[src/rtl/td4_core.sv]
// td4_core: single-cycle TD4 core holding PC, A, B, carry and the output latch.
module td4_core #(
  parameter logic [3:0] RESET_PC = 4'h0
) (
  input  logic       CLK,
  input  logic       RST,
  input  logic       EN,
  input  logic [3:0] IN,
  output logic [3:0] ROM_A,
  input  logic [7:0] ROM_D,
  output logic [3:0] OUT,
  output logic       CARRY,
  output logic [3:0] REG_A,
  output logic [3:0] REG_B
);
  logic [3:0] pc_q, pc_d, a_q, a_d, b_q, b_d, out_q, out_d;
  logic       c_q, c_d;
  logic [3:0] op, im;
  logic [4:0] sum_a, sum_b;
  assign op    = ROM_D[7:4];
  assign im    = ROM_D[3:0];
  assign sum_a = {1'b0, a_q} + {1'b0, im};
  assign sum_b = {1'b0, b_q} + {1'b0, im};
  always_comb begin
    a_d   = op == 4'h0 ? sum_a[3:0] :
            op == 4'h1 ? b_q :
            op == 4'h2 ? IN :
            op == 4'h3 ? im : a_q;
    b_d   = op == 4'h4 ? a_q :
            op == 4'h5 ? sum_b[3:0] :
            op == 4'h6 ? IN :
            op == 4'h7 ? im : b_q;
    c_d   = op == 4'h0 ? sum_a[4] :
            op == 4'h5 ? sum_b[4] : 1'b0;
    out_d = op == 4'h9 ? b_q :
            op == 4'hB ? im : out_q;
    // JNC tests the carry held from the previous instruction
    pc_d  = (op == 4'hF || (op == 4'hE && !c_q)) ? im : pc_q + 4'h1;
  end
  always_ff @(posedge CLK) begin
    if (RST) begin
      pc_q  <= RESET_PC;
      a_q   <= 4'h0;
      b_q   <= 4'h0;
      c_q   <= 1'b0;
      out_q <= 4'h0;
    end else if (EN) begin
      pc_q  <= pc_d;
      a_q   <= a_d;
      b_q   <= b_d;
      c_q   <= c_d;
      out_q <= out_d;
    end
  end
  assign ROM_A = pc_q;
  assign OUT   = out_q;
  assign CARRY = c_q;
  assign REG_A = a_q;
  assign REG_B = b_q;
endmodule

[config.mk]
export PLATFORM = sky130hd
export DESIGN_NAME = td4_core
export DESIGN_NICKNAME = d
export VERILOG_FILES = /design/src/rtl/td4_core.sv
export SDC_FILE = /design/constraint.sdc
export NUM_CORES = 1
export LEC_CHECK = 0
export ABC_AREA = 1
export BUFFER_PORTS_ARGS = -buffer_cell sky130_fd_sc_hd__buf_4
export CELL_PAD_IN_SITES_DETAIL_PLACEMENT = 1
export CELL_PAD_IN_SITES_GLOBAL_PLACEMENT = 1
export CORE_MARGIN = 4
export CORE_UTILIZATION = 35
export DETAILED_ROUTE_END_ITERATION = 10
export PLACE_DENSITY_LB_ADDON = 0.1
export SYNTH_ARGS = -nofsm -noshare
export SYNTH_HDL_FRONTEND = slang
export SYNTH_SLANG_ARGS = --single-unit
[constraint.sdc]
create_clock -name CLK -period 3.05 [get_ports CLK]
set_input_delay 0.4575 -clock CLK [delete_from_list [all_inputs] [get_ports CLK]]
set_output_delay 0.4575 -clock CLK [all_outputs]
set_load 0.02 [all_outputs]
==> out/qor.txt <==
Hold-fix buffers, CTS - 0
Finished Layout Cells - 283
XOR/XNOR Fraction of Synth Area - 1.31%
Ant. Diodes - 0
Critical R2R Capture - CARRY$_SDFFE_PP0P_
Gate Count Post-Synth - 201
Tcrit/Tclk final - 59.3%
nets - 262
post-synth top area share - 25.4%
Post-CTS Resized - 0
routability-driven placement congestion ratio - 0.842
Top Family by Delay on Critical Path - adder cells
clk root buf - clkbuf_8
TritonCTS clock tree - yes
crit-path max FO - 4
global-route wire length before repair - 7780 µm
clock sink count - 17
Starting Density - 36.4%
largest net degree at the start of global routing - 12
CP Buf/Inv Count - 2
top cells by area, synth - dfxtp_1, nand2_1, a21oi_1
worst hold-check path type - primary input to flip-flop
Critical Path Start Type - flip-flop
TritonCTS Buffers - 3
Synth Area in Adders - 11.4%
Hold Path Stages - 2
layout cells sized above 1 - 23.8%
Die H - 69.9 µm
gr usage total - 19.7%
final count of negative-setup-slack endpoints - 0
fin. max-slew vios - 0
DRC - 0
Hold EP - ROM_A[2]$_SDFFE_PP0P_
Die Area - 4890 µm²
Worst path max stage delay - 0.40 ns
register area share after synthesis - 25.4%
Synth-to-Final Area Change - 25.0%
Slew @ Worst Pin - 0.492 ns
DP Cell Count - 279
launching point of the worst reg2reg path - REG_A[0]$_SDFFE_PP0P_
input/output buffers - 31
DP HPWL - 3690 µm
row cnt - 22
distinct cell type count after synthesis - 23
Synth Warn # - 0
Data required, critical path - 3.21 ns
Worst EP arrival - 1.97 ns
Setup CP Type - flip-flop to flip-flop
Die Wd - 69.9 µm
Netlist Area Pre-Place - 1340 µm²
cell taking the most area after synthesis - dfxtp_1
Clock Latency Late Sink - 0.26 ns
number of global-route vias before repair - 1624
skew final - 0.00576 ns
critical path cell sequence - ha_1 -> fa_1 -> nand2_1 -> inv_1 -> o21a_1 -> o21ai_0 -> nand3_1 -> nand2_1 -> inv_1
f_max - 553 MHz
largest family of logic cells by synthesized area - simple AND/OR/NAND/NOR gates
Crit-path slowest cell - fa_1
syn nets - 227
Synth Register Bits - 17
DR vias - 1480
hold wc startpoint - RST
final hold viol count - 0
Post-Route Setup TNS - 0 ns
Ports - 32
fillers - 507
deepest clock path buffer count - 2
depth of the most critical reg-to-reg path - 9
CTS clk-pin slew, worst paths - 0.08 ns
DRT iter0 DRCs - 68
Post-Synth Simple-Gate Area - 30.2%
RSZ-0062 raised after global routing - no
Critical Path End Type - flip-flop
peak supply drop - 0.000184 V
Rel. slew slack - 67.0%
Final min period - 1.81 ns
Max Cap Viol - 0
outcome - finished clean
postcts setup bufs - 0
total wire length - 4470 µm
vias per cell - 5.23
Routed Antenna Nets - 0
R2R setup slack - 1.24 ns
Core Footprint - 3690 µm²
drt first pass iters - 4
compound-gate portion of the synthesized area - 23.6%
DR WL/cell - 15.8 µm
Overflow after GRT - 0
PD cells - 350 nW/µm²
synthesized area per cell - 6.67 µm²
mux contribution to synthesized area - 0%
initial antenna violation count - 0
H-Tree Depth - 1
Leak - 0.837 nW
## cell usage after synthesis (all sizes together)
cell    count
a21oi      23
a31oi       1
clkbuf      1
clkinv      1
dfxtp      17
fa          2
ha          9
inv        27
nand2      40
nand3      12
nand3b      1
nor2       25
nor3        2
o211ai     11
o21a        1
o21ai      21
or2         5
xor2        2
## through the flow
step	utilization, %	hold WS, ns	total power [mW]	cell area, µm²	setup slack, ns
after floorplan	-	0.527	0.340	1340	1.38
after global placement	44.2	0.484	0.403	1630	1.04
after detailed placement	44.2	0.489	0.410	1630	0.974
after CTS	45.5	0.417	0.596	1680	1.22
after global routing	45.5	0.423	0.627	1680	1.05
final	45.5	0.419	0.587	1680	1.24
## worst max path at each step
stage,start,slack (ns),to,cells past startpoint
CTS,REG_A[0]$_SDFFE_PP0P_,1.22,CARRY$_SDFFE_PP0P_,9
global route,REG_A[0]$_SDFFE_PP0P_,1.05,CARRY$_SDFFE_PP0P_,9
global placement,ROM_D[0],1.04,CARRY$_SDFFE_PP0P_,10
floorplan,ROM_D[0],1.38,CARRY$_SDFFE_PP0P_,9
finish,REG_A[0]$_SDFFE_PP0P_,1.24,CARRY$_SDFFE_PP0P_,9
detailed placement,ROM_D[0],0.97,CARRY$_SDFFE_PP0P_,10
## kinds of logic (layout without fill, tap and decap cells)
logic type / Yosys count / count (layout)
AO/OA/AOI/OAI: 57 / 57
XOR/XNOR: 2 / 2
adder cells (fa/ha/maj): 11 / 11
buffers and inverters: 29 / 63
flip-flops: 17 / 17
AND/OR/NAND/NOR: 85 / 85
## layout make-up
type	count	area [µm²]	share of cell area (%)
Sequential cell	17	340	20.3
Inverter	28	105	6.27
Timing Repair Buffer	31	233	13.9
Clock buffer	3	41.3	2.46
Tap cell	48	60.1	3.58
Clock inverter	1	5.00	0.299
Multi-Input combinational cell	155	892	53.2
## cell usage in the layout, fill, tap and decap left out, drive strengths merged
cell type  count
o211ai        11
inv           27
ha             9
clkbuf         3
nand3         12
nor2          25
dfxtp         17
nand3b         1
a31oi          1
o21ai         21
clkinv         2
buf           31
o21a           1
nand2         40
fa             2
nor3           2
xor2           2
or2            5
a21oi         23
## layer usage
metal / GRT usage [%] / vias up / share of wire [%]
met5: 0 / - / 0
met4: 5.74 / 0 / 0.85
met3: 2.30 / 4 / 2.3
met2: 33.9 / 19 / 50
met1: 25.7 / 713 / 46
li1: - / 744 / -
## flip-flops by register name, indices dropped and copies added (netlist names)
name	count
CARRY	1
OUT	4
REG_A	4
REG_B	4
ROM_A	4
## report_power, final
part	internal, mW	switching [mW]	leakage [nW]	total (mW)
Sequential	0.233	0.0138	0.139	0.247
Combinational	0.0627	0.0945	0.672	0.157
Clock	0.0910	0.0917	0.0255	0.183
Total	0.387	0.200	0.837	0.587
No activity file was read; power rests on OpenSTA's default activity.
